===== config.mk =====
export PLATFORM = sky130hd
export DESIGN_NAME = mv_avalon_fifo_loader
export DESIGN_NICKNAME = d
export VERILOG_FILES = /design/src/rtl/mv_loader_pkg.sv /design/src/rtl/mv_avalon_fifo_loader.sv
export SDC_FILE = /design/constraint.sdc
export NUM_CORES = 1
export LEC_CHECK = 0
export ABC_AREA = 0
export CORE_MARGIN = 2
export CORE_UTILIZATION = 51
export CTS_CLUSTER_SIZE = 14
export DETAILED_ROUTE_END_ITERATION = 8
export PLACE_DENSITY = 0.91
export SLEW_MARGIN = 25
export SYNTH_ARGS = -nofsm -noshare
export SYNTH_HDL_FRONTEND = slang
export SYNTH_SLANG_ARGS = --single-unit

===== constraint.sdc =====
create_clock -name clk -period 3.9 [get_ports clk]
set_clock_uncertainty 0.1 [all_clocks]
set_input_delay 0.78 -clock clk [delete_from_list [all_inputs] [get_ports clk]]
set_output_delay 0.78 -clock clk [all_outputs]
set_load 0.02 [all_outputs]

===== src/rtl/mv_loader_pkg.sv =====
// Shared types and constants for the matrix-vector FIFO loader: FSM state
// codes, matrix geometry and the word-address helper.
package mv_loader_pkg;

  localparam int ROWS   = 8;
  localparam int COLS   = 8;
  localparam int BYTE_W = 8;
  localparam int WORD_W = COLS * BYTE_W;
  localparam int ADDR_W = 32;

  typedef enum logic [3:0] {
    ST_IDLE = 4'd0,
    ST_REQ  = 4'd1,
    ST_WAIT = 4'd2,
    ST_PUSH = 4'd3,
    ST_DONE = 4'd4
  } state_t;

  // Row index ROWS selects the B vector word; lower indices select rows of A.
  function automatic logic [ADDR_W-1:0] row_addr(input logic [3:0]        row,
                                                 input logic [ADDR_W-1:0] a_base,
                                                 input logic [ADDR_W-1:0] b_addr);
    return (row == 4'(ROWS)) ? b_addr : a_base + ADDR_W'(row);
  endfunction

endpackage


===== src/rtl/mv_avalon_fifo_loader.sv =====
// Avalon-MM read master loading an 8x8 byte matrix A and 8-byte vector B into
// the compute engine FIFOs. Optional debug taps enabled by LOADER_DBG_EN.
module mv_avalon_fifo_loader
  import mv_loader_pkg::*;
#(
  parameter logic [31:0] A_BASE = 32'd0,
  parameter logic [31:0] B_ADDR = 32'd8
) (
  input  logic               clk,
  input  logic               rst_n,
  output logic [31:0]        avm_address,
  output logic               avm_read,
  input  logic [WORD_W-1:0]  avm_readdata,
  input  logic               avm_readdatavalid,
  input  logic               avm_waitrequest,
  output logic [ROWS-1:0]    a_wren,
  output logic [WORD_W-1:0]  a_data_out,
  output logic               b_wren,
  output logic [BYTE_W-1:0]  b_data,
  input  logic [ROWS-1:0]    a_full,
  input  logic               b_full,
  output logic               done,
  output logic [3:0]         dbg_state,
  output logic [3:0]         dbg_row,
  output logic [3:0]         dbg_byte
);

  state_t            state;
  logic [3:0]        row;
  logic [3:0]        byte_idx;
  logic [WORD_W-1:0] word;
  logic              last_row;
  logic              target_full;

  assign last_row    = (row == 4'(ROWS));
  assign target_full = last_row ? b_full : a_full[row[2:0]];

  // NOTE: every register here, the word shift register included, takes <= so
  // all updates land together at the clock edge regardless of statement order.
  always_ff @(posedge clk or negedge rst_n) begin
    if (!rst_n) begin
      state       <= ST_IDLE;
      row         <= '0;
      byte_idx    <= '0;
      word        <= '0;
      avm_read    <= 1'b0;
      avm_address <= '0;
      a_wren      <= '0;
      a_data_out  <= '0;
      b_wren      <= 1'b0;
      b_data      <= '0;
      done        <= 1'b0;
    end else begin
      // NOTE: FIFO strobes default low each cycle, so a write is a single-cycle pulse.
      a_wren     <= '0;
      a_data_out <= '0;
      b_wren     <= 1'b0;
      b_data     <= '0;

      case (state)
        ST_IDLE: begin
          avm_read    <= 1'b1;
          avm_address <= row_addr(row, A_BASE, B_ADDR);
          state       <= ST_REQ;
        end

        ST_REQ: begin
          if (!avm_waitrequest) begin
            avm_read <= 1'b0;
            state    <= ST_WAIT;
          end
        end

        ST_WAIT: begin
          if (avm_readdatavalid) begin
            word     <= avm_readdata;
            byte_idx <= '0;
            state    <= ST_PUSH;
          end
        end

        ST_PUSH: begin
          // A full target stalls the push; the byte index and word stay put.
          if (!target_full) begin
            if (last_row) begin
              b_wren <= 1'b1;
              b_data <= word[WORD_W-1 -: BYTE_W];
            end else begin
              a_wren[row[2:0]]                      <= 1'b1;
              a_data_out[row[2:0]*BYTE_W +: BYTE_W] <= word[WORD_W-1 -: BYTE_W];
            end
            word <= word << BYTE_W;

            if (byte_idx == 4'(COLS-1)) begin
              byte_idx <= '0;
              row      <= row + 4'd1;
              if (last_row) begin
                state <= ST_DONE;
              end else begin
                avm_read    <= 1'b1;
                avm_address <= row_addr(row + 4'd1, A_BASE, B_ADDR);
                state       <= ST_REQ;
              end
            end else begin
              byte_idx <= byte_idx + 4'd1;
            end
          end
        end

        ST_DONE: done <= 1'b1;

        default: state <= ST_IDLE;
      endcase
    end
  end

`ifdef LOADER_DBG_EN
  assign dbg_state = state;
  assign dbg_row   = row;
  assign dbg_byte  = byte_idx;
`else
  assign dbg_state = '0;
  assign dbg_row   = '0;
  assign dbg_byte  = '0;
`endif

endmodule


==> results by group, run 1 <==
Run status
  – Status: complete, no violations

Clocking
  – Clock Latency Late Sink: 0.42 ns
  – CTS clk-pin slew, worst paths: 0.06 ns
  – # hold bufs at CTS: 0
  – Clock buffer depth: 2
  – TritonCTS clock tree: done
  – PostCTS Resize Cnt: 0
  – Clk sinks: 162
  – # H-tree levels: 4
  – Num CTS Buffers: 17
  – Post-CTS Setup Bufs: 0
  – Clock Tree Root: clkbuf_16

Global routing
  – GRT overflow: 0
  – First-pass GRT wire length: 25.1 mm
  – GRT met3 Usage: 6.18%
  – Grt met2 use: 39.0%
  – Tot GR Track Use: 22.5%
  – Met1 Use GR: 26.8%
  – Top Usage Layer GRT: met2
  – Largest net degree at the start of global routing: 70
  – Initial antenna violation count: 1
  – Vias in the first global route: 4930

Synthesis
  – Synth Area per Inst: 11.4 um^2
  – Largest area contributor in the netlist: dfrtp_1
  – Sequential area share after synthesis: 58.3%
  – Top_reg_cell synth: dfrtp_1
  – Post-synth ARST share: 100%
  – Synth Register Bits: 162
  – Top cell type's share of synthesized area: 58.3%
  – Post-synth top cells: dfrtp_1, nand3_1, and2_1, o21ai_0, mux2i_1
  – Mapped Cells: 612
  – Post-synth cell types: 47
  – Mapped cell area: 6950 um^2
  – Cell with the most instances after synthesis: dfrtp_1
  – Ys Warns: 0
  – Synth area leaders: dfrtp_1, mux2i_1, and2_1
  – EDFF count, synth: 0

Drt
  – WL final: 15.9 mm
  – Drt initial violations: 415
  – TritonRoute pass-1 iters: 4
  – Post-route ant nets: 0
  – WL/cell: 16.6 um
  – Drt via density: 5.26
  – Vias: 5031
  – DRC violations left: 0

Cells and area
  – Share of layout cells above drive strength 1: 7.69%
  – Footprint of the multi-input gates: 2580 um^2
  – Seq. cell area: 4050 um^2
  – Nets: 850
  – Finished Core Util: 69.2%
  – Design Area, Final: 9200 um^2
  – Area Growth Syn to Fin: 32.3%
  – Fill count: 972

STA
  – Max-slew violation count: 0
  – Setup Total Neg Slack: 0 ns
  – Final-report setup violation count: 0
  – Post-route clock period utilization: 84.1%
  – Worst slew pin tran: 1.03 ns
  – Worst slew margin relative to its limit: 31.4%
  – Hold WS: 0.251 ns
  – Min Tclk post-route: 3.28 ns
  – RSZ-0062 raised after global routing: false
  – FMAX: 305 MHz
  – Final Hold Viols: 0

Placed design
  – Final RePlAce weighted congestion: 0.881
  – Number of port buffers: 163
  – Placed Area: 8600 um^2
  – HPWL after detailed placement: 11.0 mm

Floorplan
  – Die height: 121 um
  – Ports: 204
  – Initial core utilization: 52.3%
  – Core area: 13300 um^2
  – Die X: 121 um
  – Rows: 42
  – Die area: 14600 um^2

Power and ir drop
  – Clk network pwr share: 27.9%
  – Switching Share: 34.8%
  – VDD IR max: 0.000329 V
  – Internal: 3910 uW
  – Comb pwr share: 31.6%
  – Sw Pwr: 2090 uW
  – Pwr dens: 652 nW/um^2
  – Lkg Pwr: 0.00436 uW
  – Seq pwr share: 40.5%

Worst setup path
  – RR Startpoint: row[0]
  – Cells on worst reg2reg path: 5
  – Reg2Reg Setup Slack: 0.62 ns
  – WP data required: 4.15 ns
  – CP startpoint: row[0]
  – WP data arrival: 3.52 ns
  – CP cell instances: mux2_2 -> a222oi_1 -> nand3_2 -> nor4b_2 -> nor2b_1
  – Slowest cell on crit path: dfrtp_1
  – Setup crit start kind: flop
  – Crit path max fanout: 21
  – Crit path kind: flop to flop
  – Reg2Reg Capture Point: a_data_out[44]
  – CP max stage delay: 0.78 ns
  – CP endpoint: a_data_out[44]
  – Nature of the critical path endpoint: flop

Flow run
  – Max cap viols: 0

Hold path
  – Hold crit path type: input pin to async pin
[through the flow]
stage          total power, uW  instances  setup slack (ns)
2_1_floorplan             3770        651              1.22
3_3_place_gp              4240        925             0.530
3_5_place_dp              4350        925             0.415
4_1_cts                   6040        956             0.627
5_1_grt                   6350        956             0.335
6_report                  6000        957             0.622
[layer usage]
layer / part of all wire [%] / vias to the layer above
li1: - / 2340
met1: 40 / 2454
met2: 52 / 213
met3: 6.8 / 24
met4: 1.7 / 0
met5: 0 / -
[worst max-delay path: cells and delay by family (launching register included)]
| family | cells | cell delay [ns] |
|---|---|---|
| muxes | 1 | 0.41 |
| and+or+nand+nor | 3 | 1.30 |
| DFF | 1 | 0.78 |
| AOI/OAI and AO/OA | 1 | 0.61 |
[area by class of cell]
type / instances / area share (%)
sequential: 162 / 44.1
multi-input combinational: 405 / 28.0
timing repair buffer: 174 / 18.6
clock buffer: 19 / 4.81
tap: 176 / 2.39
clock inverter: 12 / 1.69
inverter: 8 / 0.326
antenna: 1 / 0.0272
[power by group through the flow]
| stage | Clock, uW | Sequential [uW] | Combinational (uW) |
|---|---|---|---|
| floorplan | 0 | 2360 | 1410 |
| global placement | 0 | 2420 | 1820 |
| global route | 1770 | 2480 | 2100 |
| CTS | 1710 | 2420 | 1910 |
| detailed placement | 0 | 2450 | 1900 |
| finish | 1680 | 2430 | 1900 |
[worst min-delay path by stage]
stage                                to  slack, ns  cells after the start
after floorplan                 word[0]       0.37                      1
after global placement             done       0.36                      1
after detailed placement           done       0.36                      1
after CTS                      word[49]       0.25                      1
after global routing      a_data_out[1]       0.30                      1
final                          word[49]       0.25                      1
[cell usage in the layout, fill, tap and decap left out, types with 4 or more instances in the layout]
cell type	n
a22o_1	8
a21oi_1	5
mux2i_1	57
clkbuf_16	17
nor2b_1	5
nor2_1	18
buf_4	11
o21ai_1	6
inv_1	8
conb_1	40
nand3b_1	4
nand2_1	16
dfrtp_1	162
o21ai_0	59
clkdlybuf4s50_1	162
and2_1	60
ha_1	5
mux2_2	8
nor3_1	11
nand3_1	61
or3_1	4
[state kept, by name, indices dropped and copies added (netlist names)]
signal / count
done: 1
state: 3
byte_idx: 4
avm_read: 1
word: 64
avm_address: 4
row: 4
a_data_out: 64
b_wren: 1
b_data: 8
a_wren: 8
[cells by family after synthesis]
family	synth area share [%]
DFF	58.3
other	0.0539
AOI/OAI and AO/OA	7.54
and+or+nand+nor	15.8
buffers and inverters	6.96
adders and majority gates	0.900
xor gates and xnor gates	0.756
muxes	9.72
No activity file was read; power rests on OpenSTA's default activity.
==> run 2, diff against run 1 <==
- CORE_UTILIZATION: 51 -> 43
- PLACE_DENSITY: 0.91 -> 0.83
- clock period: 3.9 -> 3 ns (I/O delays scaled with it)
==> results by group, run 2 (synthesis results as in run 1) <==
Run status
  – Status: complete, no violations

Drt
  – Post-route ant nets: 0
  – WL/cell: 15.9 um
  – DRC violations left: 0
  – Met2 routed WL: 7.77 mm
  – TritonRoute pass-1 iters: 4
  – Vias: 5004
  – Met1 wire length: 6.90 mm
  – Drt via density: 4.96
  – Wire length on met3: 1.14 mm
  – Max Used Layer: met4
  – WL final: 16.0 mm
  – Drt initial violations: 300

Global routing
  – Largest net degree at the start of global routing: 70
  – First-pass GRT wire length: 26.4 mm
  – Vias in the first global route: 5003
  – Initial antenna violation count: 0
  – GRT overflow: 0
  – Tot GR Track Use: 19.2%

Worst setup path
  – Crit path max fanout: 57
  – Nature of the critical path endpoint: flop
  – WP data arrival: 2.94 ns
  – Crit path kind: flop to flop
  – WP data required: 3.19 ns
  – Setup crit start kind: flop

STA
  – Hold WS: 0.0502 ns
  – Max-slew violation count: 0
  – RSZ-0062 raised after global routing: false
  – FMAX: 364 MHz
  – Worst slew margin relative to its limit: 59.0%
  – Post-route clock period utilization: 91.7%
  – Setup Total Neg Slack: 0 ns
  – Min Tclk post-route: 2.75 ns
  – Final worst slack: 0.249 ns
  – Worst slew pin tran: 0.615 ns
  – Final-report setup violation count: 0
  – Final Hold Viols: 0

Power and ir drop
  – Lkg Pwr: 0.00443 uW
  – VDD IR max: 0.000541 V
  – Pwr dens: 831 nW/um^2

Placed design
  – Final RePlAce weighted congestion: 0.791
  – Placement Setup Slack: 0.108 ns
  – Placed Area: 8780 um^2
  – Number of port buffers: 163
  – HPWL after detailed placement: 11.2 mm

Cells and area
  – Commonest non-fill, non-tap cell in the layout: clkdlybuf4s50_1
  – Share of layout cells above drive strength 1: 9.46%
  – Design Area, Final: 9370 um^2
  – Area Growth Syn to Fin: 34.8%
  – Fill count: 1328
  – Footprint of the multi-input gates: 2590 um^2
  – Ant diodes: 0
  – Top Registers: a_data_out: 64 flops, word: 64 flops
  – Nets: 862
  – Commonest non-fill, non-tap cells in the layout: clkdlybuf4s50_1, dfrtp_1, nand3_1
  – Seq. cell area: 4060 um^2

Clocking
  – Post-CTS Setup Bufs: 0
  – Num CTS Buffers: 17
  – # H-tree levels: 4
  – Clock Tree Root: clkbuf_16
  – Clk sinks: 162
  – Clock buffer depth: 2
  – # hold bufs at CTS: 0
  – TritonCTS clock tree: done
  – CTS clk-pin slew, worst paths: 0.07 ns
  – Clock Latency Late Sink: 0.42 ns

Floorplan
  – Initial core utilization: 43.9%
  – Die X: 131 um
  – Core area: 15800 um^2
  – Die area: 17200 um^2
  – Rows: 46
  – Ports: 204
  – Die height: 131 um

Flow run
  – Max cap viols: 0

Hold path
  – Hold crit path type: input pin to async pin
## run 2: cell types whose count changed in the layout (fill, tap and decap cells not counted), moves of 2 or more
cell / previous run / this run
buf_12: 0 / 3
buf_4: 11 / 20
bufinv_16: 3 / 0
clkinv_2: 3 / 0
clkinv_4: 2 / 4
clkinv_8: 0 / 3
inv_8: 0 / 5
## run 2: metal layers
layer | up-vias | GRT usage (%)
met2 | 186 | 31.4
met4 | 0 | 5.80
met5 | - | 0
met3 | 17 | 5.94
met1 | 2429 | 24.6
li1 | 2372 | -
## run 2: worst paths after layout
kind                              from              to  slack (ns)  cells after the start
worst max register to register  row[1]        word[38]        0.25                     10
worst min register to register    done            done        0.37                      1
max in group asynchronous        rst_n  a_data_out[40]        1.91                      2
min in group clk                  done            done        0.37                      1
worst max-delay path            row[1]        word[38]        0.25                     10
worst min-delay path             rst_n  a_data_out[52]        0.05                      1
## run 2: area by class of cell
class / count / area share [%]
flip-flops and latches: 162 / 43.3
repair buffers: 186 / 19.7
multi-input cells: 405 / 27.6
clock buffers: 17 / 4.54
well taps: 216 / 2.88
clock inverters: 15 / 1.75
inverters: 8 / 0.320
## run 2: timing repair
item | 4_1_cts | 5_1_grt
endpoints found under the setup margin | 0 | 24
gates resized for setup | 0 | 2
hold endpoints to repair | 0 | 0
## run 2: critical path, cell delays in order (launching register included)
cell      delay, ns
dfrtp_1        0.51
inv_1          0.18
ha_1           0.27
nand3b_1       0.23
or3_1          0.44
inv_1          0.16
buf_4          0.24
nor2_4         0.06
buf_12         0.18
nand3_1        0.12
o21ai_0        0.10
## run 2: metrics by stage
stage / power [uW] / utilization (%) / cells
detailed placement: 5740 / 55.5 / 977
global placement: 5640 / 55.5 / 977
finish: 7790 / 59.2 / 1009
floorplan: 4900 / - / 651
global route: 8300 / 59.2 / 1009
CTS: 7840 / 59.2 / 1009
## run 2: power by group
group | internal, uW | leakage, uW | switching, uW
sequential | 2700 | 0.00215 | 428
combinational | 1130 | 0.00199 | 1430
clock | 1110 | 0.000282 | 983
total | 4950 | 0.00443 | 2840
